<file path="config.mk">
export PLATFORM = sky130hd
export DESIGN_NAME = ship_heading
export DESIGN_NICKNAME = d
export VERILOG_FILES = /design/src/rtl/ship_heading.sv
export SDC_FILE = /design/constraint.sdc
export NUM_CORES = 1
export LEC_CHECK = 0
export BUFFER_PORTS_ARGS = -buffer_cell sky130_fd_sc_hd__buf_2
export CAP_MARGIN = 5
export CORE_MARGIN = 1.5
export CORE_UTILIZATION = 23
export CTS_CLUSTER_DIAMETER = 80
export DETAILED_ROUTE_END_ITERATION = 6
export GPL_TIMING_DRIVEN = 0
export HOLD_SLACK_MARGIN = 0.06
export SLEW_MARGIN = 20
export SYNTH_ARGS = -nofsm -noshare
export SYNTH_HDL_FRONTEND = slang
export SYNTH_SLANG_ARGS = --single-unit
</file>
<file path="constraint.sdc">
create_clock -name clk -period 11.7 [get_ports clk]
set_input_delay 0 -clock clk [delete_from_list [all_inputs] [get_ports clk]]
set_output_delay 0 -clock clk [all_outputs]
set_load 0.01 [all_outputs]
</file>
<file path="src/rtl/ship_heading.sv">
// Ship heading: L/R buttons step a heading index; a rotation CORDIC yields sin/cos.
// Define HEADING_AUTOREPEAT_EN to step on every button tick while a button is held.
module ship_heading #(
  parameter int WIDTH_ANGLE_STEPS = 32,
  parameter int BTN_RATE          = 10,
  parameter int DIVIDER           = 125_000,
  parameter int CLK_RATE          = 25_000_000,
  parameter int CORDIC_ITER       = 16
) (
  input  logic                                 clk,
  input  logic                                 resetN,
  input  logic                                 L,
  input  logic                                 R,
  output logic [$clog2(WIDTH_ANGLE_STEPS)-1:0] angle_idx,
  output logic signed [17:0]                   sin_val,
  output logic signed [17:0]                   cos_val,
  output logic                                 heading_upd
);
  localparam int AW      = $clog2(WIDTH_ANGLE_STEPS);
  localparam int BTN_DIV = CLK_RATE / DIVIDER / BTN_RATE;
  localparam int FW      = (DIVIDER > 1) ? $clog2(DIVIDER) : 1;
  localparam int BW      = (BTN_DIV > 1) ? $clog2(BTN_DIV) : 1;
  localparam int IW      = $clog2(CORDIC_ITER);
  // x/y carry 3 guard bits below Q1.17; x start is 0.607253 * 2^20
  localparam logic signed [23:0] X0 = 24'sd636751;

  typedef enum logic [1:0] {IDLE, LOAD, ITER, DONE} state_t;

  state_t               state, state_n;
  logic [FW-1:0]        frame_cnt;
  logic [BW-1:0]        btn_cnt;
  logic                 frame_tick, btn_tick;
  logic                 step;
  logic [AW-1:0]        tgt;
  logic [IW-1:0]        iter;
  logic signed [23:0]   x, y, xs, ys;
  logic signed [31:0]   z, at;
  logic [31:0]          theta, t2;
  logic [1:0]           quad;
  logic                 cardinal;
  logic signed [17:0]   sz, cz, s_mag, c_mag;

  function automatic logic signed [31:0] atan_tab(input logic [4:0] i);
    case (i)
      5'd0:    atan_tab = 32'sh2000_0000;
      5'd1:    atan_tab = 32'sh12E4_051E;
      5'd2:    atan_tab = 32'sh09FB_385B;
      5'd3:    atan_tab = 32'sh0511_11D4;
      5'd4:    atan_tab = 32'sh028B_0D43;
      5'd5:    atan_tab = 32'sh0145_D7E1;
      5'd6:    atan_tab = 32'sh00A2_F61E;
      5'd7:    atan_tab = 32'sh0051_7C55;
      5'd8:    atan_tab = 32'sh0028_BE53;
      5'd9:    atan_tab = 32'sh0014_5F2F;
      5'd10:   atan_tab = 32'sh000A_2F98;
      5'd11:   atan_tab = 32'sh0005_17CC;
      5'd12:   atan_tab = 32'sh0002_8BE6;
      5'd13:   atan_tab = 32'sh0001_45F3;
      5'd14:   atan_tab = 32'sh0000_A2FA;
      5'd15:   atan_tab = 32'sh0000_517D;
      5'd16:   atan_tab = 32'sh0000_28BE;
      default: atan_tab = 32'sh0000_0000;
    endcase
  endfunction

  function automatic logic signed [17:0] sat(input logic signed [23:0] v);
    logic signed [23:0] r;
    r = (v + 24'sd4) >>> 3;
    if (r > 24'sd131071)       sat = 18'sd131071;
    else if (r < -24'sd131071) sat = -18'sd131071;
    else                       sat = r[17:0];
  endfunction

  assign frame_tick = (frame_cnt == FW'(DIVIDER - 1));
  assign btn_tick   = frame_tick && (btn_cnt == BW'(BTN_DIV - 1));

`ifdef HEADING_AUTOREPEAT_EN
  assign step = btn_tick && (state == IDLE) && (R ^ L);
`else
  logic r_prev, l_prev;

  always_ff @(posedge clk) begin
    if (!resetN) begin
      r_prev <= 1'b0;
      l_prev <= 1'b0;
    end else if (btn_tick) begin
      r_prev <= R;
      l_prev <= L;
    end
  end

  assign step = btn_tick && (state == IDLE) &&
                ((R && !L && !r_prev) || (L && !R && !l_prev));
`endif

  // Binary angle: full turn = 2^32; nearest quadrant is split off
  assign theta = {tgt, {(32-AW){1'b0}}};
  assign t2    = theta + 32'h2000_0000;

  assign xs = x >>> iter;
  assign ys = y >>> iter;
  assign at = atan_tab(5'(iter));

  assign sz    = cardinal ? 18'sd0 : sat(y);
  assign cz    = cardinal ? 18'sd131071 : sat(x);
  assign s_mag = quad[0] ? cz : sz;
  assign c_mag = quad[0] ? sz : cz;

  always_comb begin
    state_n = state;
    unique case (state)
      IDLE:    if (step) state_n = LOAD;
      LOAD:    state_n = ITER;
      ITER:    if (iter == IW'(CORDIC_ITER - 1)) state_n = DONE;
      DONE:    state_n = IDLE;
      default: state_n = IDLE;
    endcase
  end

  always_ff @(posedge clk) begin
    if (!resetN) state <= IDLE;
    else         state <= state_n;
  end

  always_ff @(posedge clk) begin
    if (!resetN) begin
      frame_cnt   <= '0;
      btn_cnt     <= '0;
      tgt         <= '0;
      iter        <= '0;
      x           <= '0;
      y           <= '0;
      z           <= '0;
      quad        <= '0;
      cardinal    <= 1'b0;
      angle_idx   <= '0;
      sin_val     <= '0;
      cos_val     <= 18'sd131071;
      heading_upd <= 1'b0;
    end else begin
      frame_cnt <= frame_tick ? '0 : frame_cnt + 1'b1;
      if (frame_tick)
        btn_cnt <= (btn_cnt == BW'(BTN_DIV - 1)) ? '0 : btn_cnt + 1'b1;
      if (step)
        tgt <= R ? tgt + 1'b1 : tgt - 1'b1;
      heading_upd <= (state == DONE);
      unique case (state)
        LOAD: begin
          quad     <= t2[31:30];
          cardinal <= (t2[29:0] == 30'h2000_0000);
          z        <= $signed({2'b00, t2[29:0]}) - 32'sh2000_0000;
          x        <= X0;
          y        <= '0;
          iter     <= '0;
        end
        ITER: begin
          if (!z[31]) begin
            x <= x - ys;
            y <= y + xs;
            z <= z - at;
          end else begin
            x <= x + ys;
            y <= y - xs;
            z <= z + at;
          end
          iter <= iter + 1'b1;
        end
        DONE: begin
          angle_idx <= tgt;
          sin_val   <= quad[1] ? -s_mag : s_mag;
          cos_val   <= (quad[1] ^ quad[0]) ? -c_mag : c_mag;
        end
        default: ;
      endcase
    end
  end

endmodule
</file>
==> results of run 1 <==
sequential cells by signal, summed over array words and instances (netlist names), 4 cells and up:
name / count
x: 24
sin_val: 18
cos_val: 18
y: 24
angle_idx: 5
z: 32
tgt: 5
at: 30
iter: 4
btn_cnt: 5
frame_cnt: 17
critical path: stages, from the launching register on:
cell and delay, ns:
dfxtp_1 0.50, buf_1 0.51, buf_1 0.56, clkbuf_1 0.47, clkbuf_1 0.52, clkbuf_1 0.48
nand2_1 0.10, o211a_1 0.15, a21oi_1 0.22, xnor2_1 0.18, ha_1 0.32, nand2_1 0.10
o21ai_0 0.12, or2_2 0.31, a21oi_1 0.14, o21ai_0 0.14, a31oi_1 0.31, o21ai_0 0.20
a21o_1 0.25, a311oi_1 0.37, xnor2_1 0.19, a31oi_1 0.10, o21ai_0 0.57
layout by cell type, fill, tap and decap left out, types with 31 or more instances in the layout:
master	instances
a21oi_1	163
a22oi_1	41
a31oi_1	37
and2_1	39
buf_2	65
clkbuf_1	92
dfxtp_1	190
ha_1	102
inv_1	80
mux2i_1	49
mux4_2	49
nand2_1	165
nand3_1	66
nand4_1	31
nor2_1	235
nor3_1	45
o21ai_0	124
xnor2_1	116
xor2_1	103
layout make-up:
| cell class | instances | area [µm²] |
|---|---|---|
| multi-input combinational | 1796 | 12730 |
| buffer | 138 | 573.1 |
| sequential | 190 | 3804 |
| inverter | 86 | 322.8 |
| clock buffer | 17 | 425.4 |
| tap | 969 | 1212 |
| timing repair buffer | 47 | 245.2 |
| clock inverter | 15 | 216.5 |
| fill | 8127 | 55170 |
worst paths after layout:
path                        endpoint  slack (ns)  cells past startpoint
max               y[23]$_SDFFE_PN0N_        4.72                     22
min             iter[0]$_SDFFE_PN0N_        0.11                      4
max reg2reg       y[23]$_SDFFE_PN0N_        4.72                     22
min reg2reg  frame_cnt[0]$_SDFF_PP0_        0.46                      1
where the power goes:
group          internal, mW  switching [mW]  total, mW
Clock                 0.300           0.351      0.650
Sequential            0.647        0.000804      0.648
Combinational       0.00436          0.0214     0.0258
cells by family after synthesis:
family                   after synthesis
buffers and inverters                224
XOR/XNOR                             219
AND/OR/NAND/NOR                      749
multiplexers                         125
adder cells (fa/ha/maj)              106
AO/OA/AOI/OAI                        597
flip-flops                           190
metal layers:
layer / vias up / GRT usage
met5: - / 0
met4: 2 / 0.05282
met2: 711 / 0.2580
li1: 8215 / -
met3: 96 / 0.03207
met1: 8408 / 0.2188
per-stage QoR:
step	hold slack, ns	area [µm²]	total power, mW	instances
final	0.1079	19530	1.324	3258
after global routing	0.1334	19530	1.359	3258
after CTS	0.08596	19530	1.327	3258
after detailed placement	0.2742	18870	0.6877	3224
after global placement	0.2696	18860	0.6874	3224
after floorplan	0.1439	17430	0.6734	2210
==> results.py, run 1 <==
metrics = {
    "global_route": {
        "grt_usage": 0.1622,
        "grt_pass1_vias": 16210,
        "grt_max_degree": 24,
        "antenna_found_initial": 2,
        "grt_overflow": 0,
        "grt_pass1_wl_mm": 97.29,
    },
    "clocking": {
        "cts_tree": "done",
        "cts_resized": 0,
        "post_cts_buffers": 0,
        "clkLatencyLatePin_ns": 0.48,
        "clock-sinks": 190,
        "cts_buffers": 17,
        "clock_path_buffers": 2,
        "path_clk_slew_ns": 0.08,
        "clock-root-buffer": "clkbuf_16",
        "htree_levels": 4,
        "ctsHoldBuffers": 2,
    },
    "drt": {
        "detail-route-antenna-nets": 0,
        "wl_per_cell_um": 19.65,
        "highest_layer": "met5",
        "vias": 17430,
        "drtIter0Drc": 1854,
        "drc": 0,
        "vias_per_cell": 5.351,
        "wl_met1_mm": 28.55,
        "wl_met3_mm": 5.350,
        "finalWirelength_mm": 64.02,
        "wl_met2_mm": 28.42,
        "drtPass1Iterations": 6,
    },
    "timing": {
        "fin_worst_skew_ns": 0.01514,
        "setup_viol": 0,
        "slew_viol_final": 0,
        "rsz0062_at_grt": "no",
        "worst_slack_ns": 4.723,
        "worst_pin_slew_ns": 1.168,
        "clock.fmax_ghz": 0.1433,
        "hold_viol": 0,
        "final.period_utilization": 0.5964,
        "finalSetupTns_ns": 0,
        "post-route-min-period_ns": 6.977,
        "slew_headroom": 0.2216,
    },
    "synth": {
        "synth_edf_count": 0,
        "synth-simple-area-share": 0.2106,
        "yosysWarningCount": 0,
        "synth.cell_area_um2": 17430,
        "synth_nets": 2320,
        "synth.area.mux_share": 0.1098,
        "synth_ff_type": "dfxtp_1",
        "synth_async_sr_flop_share": 0,
        "synth.area.top_cells": "dfxtp_1 (22%), ha_1 (7.3%), mux4_2 (6.3%)",
        "syn_inst": 2210,
        "synth_common_cells": "nor2_1 (235), dfxtp_1 (190), nand2_1 (165)",
        "ys_seq_area_frac": 0.2183,
        "synthMostInstantiatedCell": "nor2_1",
        "synth-seq-cells": 190,
        "synth_compound_area_frac": 0.2222,
        "synth_top_cell_by_area": "dfxtp_1",
        "synth_fa_ha_area_frac": 0.07783,
        "synth_cell_types": 81,
        "synth_top_area_share": 0.2183,
        "synth_xor_area_frac": 0.1101,
        "synth_top_family_by_area": "compound AO/OA/AOI/OAI gates",
        "synth.avg_cell_area_um2": 7.885,
    },
    "die": {
        "die_x_um": 278.3,
        "std_cell_rows": 100,
        "core_um2": 74700,
        "start_util": 0.2333,
        "die_area_um2": 77430,
        "dieHeight_um": 278.3,
        "io_pins": 46,
    },
    "cells_and_area": {
        "fin_util": 0.2614,
        "nNetsFinal": 2386,
        "drive_gt1_frac": 0.09393,
        "area_delta_synth_final_pct": 12.06,
        "num_antenna_cells": 0,
    },
    "status": {
        "outcome": "finished, final reports clean",
    },
    "power_and_ir_drop": {
        "peakVddDrop_mv": 0.09986,
        "cellPowerDensity_nw_per_um2": 67.79,
        "p_leak_nw": 7.552,
    },
    "job": {
        "max-cap-violations": 0,
    },
    "min_path": {
        "hold_path_class": "input port to flop",
        "hp-start": "resetN",
    },
    "setup_path": {
        "crit_start": "iter[2]$_SDFFE_PN0N_",
        "worstPathArrival_ns": 7.29,
        "crit_type": "flop to flop",
        "cp-end-kind": "flop",
        "path_max_fanout": 10,
        "r2r_start": "iter[2]$_SDFFE_PN0N_",
        "cp.required_ns": 12.01,
        "worstSetupStartpointType": "flop",
    },
    "placement": {
        "gp_congestion": 0.9858,
        "dp_hpwl_mm": 49.25,
        "portBuffers": 45,
        "post-place-ws_ns": 5.070,
    },
}
Note: power is estimated with default switching activity, not from simulation.
==> run 2, diff against run 1 <==
Settings changed: ABC_AREA set to 1.
Clock period 11.7 ns to 5.9 ns, I/O delays scaled along.
==> run 2 against run 1 <==
  * Utilization hardly changed
  * Worst setup slack got worse by 4.3 ns
  * Maximum frequency rose by 28%
  * Critical path type unchanged
  * Largest power group is now combinational logic
==> results.py, run 2 <==
metrics = {
    "status": {
        "outcome": "finished, final reports clean",
    },
    "timing": {
        "hold_viol": 0,
        "finalSetupTns_ns": 0,
        "rsz0062_at_grt": "no",
        "worst_pin_slew_ns": 0.9735,
        "setup_viol": 0,
        "final.period_utilization": 0.9242,
        "slew_headroom": 0.3510,
        "post-route-min-period_ns": 5.453,
        "fin_worst_skew_ns": 0.02799,
        "clock.fmax_ghz": 0.1834,
        "slew_viol_final": 0,
    },
    "cells_and_area": {
        "drive_gt1_frac": 0.07751,
        "nNetsFinal": 3130,
        "area_delta_synth_final_pct": 12.19,
        "final_cell_mix": "nand2_1 (805), inv_1 (323), o21ai_0 (287), a21oi_1 (249), nor2_1 (234)",
        "largest_reg_flops": 32,
        "num_antenna_cells": 0,
        "regMostFlops": "z",
        "layout_commonest_cell": "nand2_1",
        "stdcell_area_um2": 19890,
    },
    "synth": {
        "synth_edf_count": 0,
        "synth_common_cells": "nand2_1 (805), inv_1 (323), o21ai_0 (287)",
        "syn_inst": 2954,
        "synth_async_sr_flop_share": 0,
        "synth_ff_type": "dfxtp_1",
        "synth_top_cell_by_area": "dfxtp_1",
        "synth.cell_area_um2": 17730,
        "synth.avg_cell_area_um2": 6.001,
        "synth.area.top_cells": "dfxtp_1 (21%), nand2_1 (17%), o21ai_0 (8.1%)",
        "yosysWarningCount": 0,
        "synth_top_area_share": 0.2146,
        "ys_seq_area_frac": 0.2146,
        "synth-seq-cells": 190,
        "synthMostInstantiatedCell": "nand2_1",
        "synth_cell_types": 55,
        "synth_nets": 3064,
    },
    "placement": {
        "gp_congestion": 1.017,
        "dp_hpwl_mm": 49.91,
        "portBuffers": 45,
        "dpl-instance-area_um2": 19240,
    },
    "setup_path": {
        "worstPathArrival_ns": 5.88,
        "cp.required_ns": 6.33,
        "cp_slowest_cell": "o21ai_0",
        "path_max_fanout": 10,
        "critPathBufInv": 5,
        "worstSetupStartpointType": "flop",
        "cp-end-kind": "flop",
        "cpPeakStageDelay_ns": 0.50,
        "cp_common_cell": "o21ai_0",
        "path_delay_family": "compound AO/OA/AOI/OAI gates",
        "ff2ff_path_depth": 28,
        "crit_type": "flop to flop",
        "path_depth": 28,
    },
    "global_route": {
        "grt_usage": 0.1556,
        "antenna_found_initial": 1,
        "grt_pass1_vias": 17580,
        "grt_overflow": 0,
        "grt_max_degree": 19,
        "grt_pass1_wl_mm": 96.03,
    },
    "power_and_ir_drop": {
        "p_leak_nw": 9.361,
        "pwr-share-comb": 0.693,
        "p_int_mw": 4.191,
        "peakVddDrop_mv": 0.2619,
        "cellPowerDensity_nw_per_um2": 467.4,
        "clockPowerShare": 0.139,
        "p_seq_frac": 0.169,
        "sw_frac_of_total": 0.5492,
        "power_switching_mw": 5.105,
    },
    "die": {
        "io_pins": 46,
        "core_um2": 76080,
        "die_area_um2": 78750,
        "std_cell_rows": 101,
        "dieHeight_um": 280.6,
        "start_util": 0.2330,
        "die_x_um": 280.6,
    },
    "job": {
        "max-cap-violations": 0,
    },
    "clocking": {
        "clock-sinks": 190,
        "cts_tree": "done",
        "htree_levels": 4,
        "path_clk_slew_ns": 0.09,
        "clkLatencyLatePin_ns": 0.51,
        "clock_path_buffers": 2,
        "cts_buffers": 17,
        "clock-root-buffer": "clkbuf_16",
        "cts_resized": 0,
    },
    "drt": {
        "vias_per_cell": 4.710,
        "wl_per_cell_um": 15.18,
        "drtPass1Iterations": 5,
        "detail-route-antenna-nets": 0,
        "drc": 0,
        "vias": 19130,
        "drtIter0Drc": 1500,
        "finalWirelength_mm": 61.66,
    },
    "min_path": {
        "hold_path_class": "input port to flop",
        "hold_path_depth": 5,
    },
}
## run 2: path summary, 6_finish.rpt
check                                   to  slack [ns]                      from
hold reg to reg   frame_cnt[15]$_SDFF_PP0_        0.45  frame_cnt[15]$_SDFF_PP0_
hold / removal           at[24]$_SDFF_PP0_        0.25                    resetN
setup reg to reg        x[21]$_SDFFE_PN0N_        0.45      iter[1]$_SDFFE_PN0N_
setup / recovery        x[21]$_SDFFE_PN0N_        0.45      iter[1]$_SDFFE_PN0N_
## run 2: final cells by class
cell class                 count  area (µm²)
inverter                     341        1280
clock inverter                14       200.2
sequential                   190        3804
buffer                       118       539.3
tap                         1030        1289
fill                        8749       56190
multi-input combinational   2305       12110
timing repair buffer          47       245.2
clock buffer                  17       425.4
## run 2: tightest hold or removal path: stages
cell,delay (ns)
buf_2,0.12
nand4_1,0.33
nor2_1,0.10
inv_1,0.07
a21oi_1,0.07
## run 2: metal layers
layer,vias up,track usage,part of all wire
met1,8671,0.2085,0.48
met5,-,0,0
met4,0,0.05641,0.030
met3,96,0.02207,0.051
li1,9846,-,-
met2,521,0.2523,0.44
## run 2: cells by family (layout without fill, tap and decap cells)
logic type                 after synthesis  after routing  synth area share
AOI/OAI and AO/OA                      695            695            0.2127
xor gates and xnor gates               100            100           0.04940
adders and majority gates              106            106           0.07651
buffers and inverters                  459            537            0.1025
DFF                                    190            190            0.2146
muxes                                   14             14          0.007904
and+or+nand+nor                       1390           1390            0.3364
## run 2: stage by stage
stage          setup WS, ns  instances  total power [mW]  hold WS (ns)  utilization
4_1_cts              0.6127       4062             9.244        0.1857       0.2614
5_1_grt              0.1012       4062             10.18        0.2833       0.2614
6_report             0.4474       4062             9.296        0.2517       0.2614
2_1_floorplan         1.789       2954             6.374        0.1908            -
3_3_place_gp         0.5730       4029             7.920        0.3187       0.2529
3_5_place_dp         0.6635       4029             7.919        0.3185       0.2529
## run 2: timing repair
item,in CTS,in global routing
setup endpoints to repair,0,0
buffers inserted,0,0
hold buffers,2,0
hold endpoints to repair,7,0
## run 2: power groups by stage
stage	clock network (mW)	logic [mW]	registers, mW
2_1_floorplan	0	4.83	1.54
3_3_place_gp	0	6.33	1.59
3_5_place_dp	0	6.32	1.59
4_1_cts	1.32	6.36	1.56
5_1_grt	1.36	7.24	1.58
6_report	1.29	6.44	1.57
==> run 3, diff against run 2 <==
Settings changed: PLACE_DENSITY set to 0.35.
Clock period 5.9 ns to 5.4 ns, I/O delays scaled along.
==> run 3 against run 2 <==
  * Sequential power up 10%
  * Design area up 0.55%
  * Wire length up 19%
  * Hold slack better by 0.015 ns
  * Largest cell class unchanged
  * Clock skew down 0.0088 ns
  * Maximum frequency up 9.7%
  * Critical path type unchanged
  * Count of clock-buffer cells in the layout unchanged
  * Worst setup slack worse by 0.017 ns
  * Sequential share of layout area down 0.085 points
  * Utilization up 0.14 points
  * Highest routed layer is now met5
==> results.py, run 3 (synthesis gave the netlist of run 2 again) <==
metrics = {
    "status": {
        "outcome": "finished, final reports clean",
    },
    "timing": {
        "slew_headroom": 0.2753,
        "hold_viol": 0,
        "final.period_utilization": 0.9203,
        "slew_viol_final": 0,
        "hold_ws_ns": 0.2664,
        "clock.fmax_ghz": 0.2012,
        "post-route-min-period_ns": 4.969,
        "fin_worst_skew_ns": 0.01914,
        "setup_viol": 0,
        "worst_pin_slew_ns": 1.087,
        "finalSetupTns_ns": 0,
    },
    "global_route": {
        "grt_pass1_wl_mm": 111.6,
        "antenna_found_initial": 2,
        "grt_usage": 0.1874,
        "grt_overflow": 0,
        "grt_max_degree": 22,
        "grt_pass1_vias": 18510,
    },
    "die": {
        "std_cell_rows": 101,
        "die_x_um": 280.6,
        "core_um2": 76080,
        "start_util": 0.2330,
        "die_area_um2": 78750,
        "io_pins": 46,
        "dieHeight_um": 280.6,
    },
    "drt": {
        "detail-route-antenna-nets": 0,
        "drc": 0,
        "wl_per_cell_um": 18.07,
        "drtPass1Iterations": 5,
        "vias_per_cell": 4.691,
        "finalWirelength_mm": 73.51,
        "drtIter0Drc": 1065,
        "vias": 19080,
    },
    "setup_path": {
        "cpPeakStageDelay_ns": 0.51,
        "r2r_start": "iter[0]$_SDFFE_PN0N_",
        "r2r_end": "x[23]$_SDFFE_PN0N_",
        "critPathBufInv": 5,
        "worstSetupStartpointType": "flop",
        "crit_type": "flop to flop",
        "cp.required_ns": 5.82,
        "reg2reg_slack_ns": 0.43,
        "ff2ff_path_depth": 25,
        "cp_slowest_cell": "o21ai_1",
        "path_delay_family": "compound AO/OA/AOI/OAI gates",
        "path_max_fanout": 10,
        "worstPathArrival_ns": 5.39,
        "cp-end-kind": "flop",
    },
    "cells_and_area": {
        "largest_reg_flops": 32,
        "nNetsFinal": 3134,
        "nFillCells": 8797,
        "layout_commonest_cell": "nand2_1",
        "drive_gt1_frac": 0.08627,
        "final_cell_mix": "nand2_1 (804), inv_1 (323), o21ai_0 (262), a21oi_1 (248), nor2_1 (233)",
        "area_delta_synth_final_pct": 12.80,
        "fin_cells": 4068,
        "regMostFlops": "z",
    },
    "placement": {
        "portBuffers": 45,
        "placed_cells": 4029,
        "dp_hpwl_mm": 60.63,
        "gp_congestion": 0.9701,
    },
    "clocking": {
        "clkLatencyLatePin_ns": 0.51,
        "cts_tree": "done",
        "clock_path_buffers": 2,
        "htree_levels": 4,
        "path_clk_slew_ns": 0.08,
        "clock-root-buffer": "clkbuf_16",
        "clock-sinks": 190,
        "cts_buffers": 17,
    },
    "power_and_ir_drop": {
        "peakVddDrop_mv": 0.2163,
        "p_leak_nw": 9.422,
        "p_total_mw": 10.38,
        "cellPowerDensity_nw_per_um2": 519.0,
    },
    "min_path": {
        "hp-start": "resetN",
        "hold_path_depth": 5,
        "hold_path_class": "input port to flop",
        "min_to": "at[24]$_SDFF_PP0_",
    },
    "job": {
        "max-cap-violations": 0,
    },
}
==> run 3: cell types whose count changed in the layout (fill, tap and decap cells not counted), sizes merged <==
| cell | before | now |
|---|---|---|
| buf | 97 | 99 |
| clkdlybuf4s15 | 0 | 1 |
| clkbuf | 83 | 84 |
| diode | 0 | 1 |
| bufinv | 3 | 0 |
| clkinv | 7 | 10 |
| clkinvlp | 2 | 1 |
| inv | 343 | 345 |
==> run 3: per-layer routing <==
layer  part of all wire  global-route usage  vias to the layer above
met4              0.012             0.03701                        2
met5            0.00016                   0                        -
met2               0.46              0.3139                      290
li1                   -                   -                     9870
met3              0.027             0.02107                       39
met1               0.50              0.2578                     8880
==> run 3: area by class of cell <==
type	instances	area, µm²	share of cell area
multi-input cells	2305	12180	0.6089
flip-flops and latches	190	3807	0.1904
well taps	1030	1289	0.06444
inverters	341	1280	0.06401
plain buffers	118	556.8	0.02784
clock buffers	17	425.4	0.02127
repair buffers	51	275.3	0.01376
clock inverters	15	185.2	0.009260
diodes	1	2.502	0.0001251
==> run 3: through the flow <==
| stage | worst slack, ns | util | area (µm²) |
|---|---|---|---|
| floorplan | 1.289 | - | 17730 |
| global placement | -0.2877 | 0.2529 | 19240 |
| CTS | 0.06197 | 0.2614 | 19880 |
| detailed placement | -0.2796 | 0.2530 | 19240 |
| finish | 0.4306 | 0.2629 | 20000 |
| global route | -0.003221 | 0.2628 | 20000 |
==> run 3: worst max-delay path by stage <==
stage / startpoint / end / slack (ns) / cells past startpoint
after floorplan: iter[1]$_SDFFE_PN0N_ / x[21]$_SDFFE_PN0N_ / 1.29 / 29
after CTS: iter[0]$_SDFFE_PN0N_ / x[23]$_SDFFE_PN0N_ / 0.06 / 24
after global routing: iter[0]$_SDFFE_PN0N_ / y[22]$_SDFFE_PN0N_ / -0.003 / 30
after detailed placement: iter[0]$_SDFFE_PN0N_ / x[21]$_SDFFE_PN0N_ / -0.28 / 27
final: iter[0]$_SDFFE_PN0N_ / x[23]$_SDFFE_PN0N_ / 0.43 / 25
after global placement: iter[0]$_SDFFE_PN0N_ / x[21]$_SDFFE_PN0N_ / -0.29 / 28
==> run 3: worst register-to-register path: cells and delay by family (launching register included) <==
| kind | cells | cell delay (ns) |
|---|---|---|
| AO/OA/AOI/OAI | 6 | 1.52 |
| XOR/XNOR | 1 | 0.17 |
| adder cells (fa/ha/maj) | 1 | 0.35 |
| buffers and inverters | 5 | 0.66 |
| flip-flops | 1 | 0.36 |
| multiplexers | 1 | 0.31 |
| AND/OR/NAND/NOR | 11 | 1.53 |
==> run 3: report_power, final <==
| part | internal, mW | switching (mW) |
|---|---|---|
| clock network | 0.635 | 0.767 |
| logic | 2.34 | 4.91 |
| registers | 1.53 | 0.193 |
==> run 3: repair_timing <==
action | in CTS | in global routing
hold buffers | 2 | 0
gates resized for setup | 10 | 44
endpoints found under the setup margin | 6 | 14
setup buffers | 0 | 4
pin swaps | 0 | 4
endpoints found under the hold margin | 7 | 0
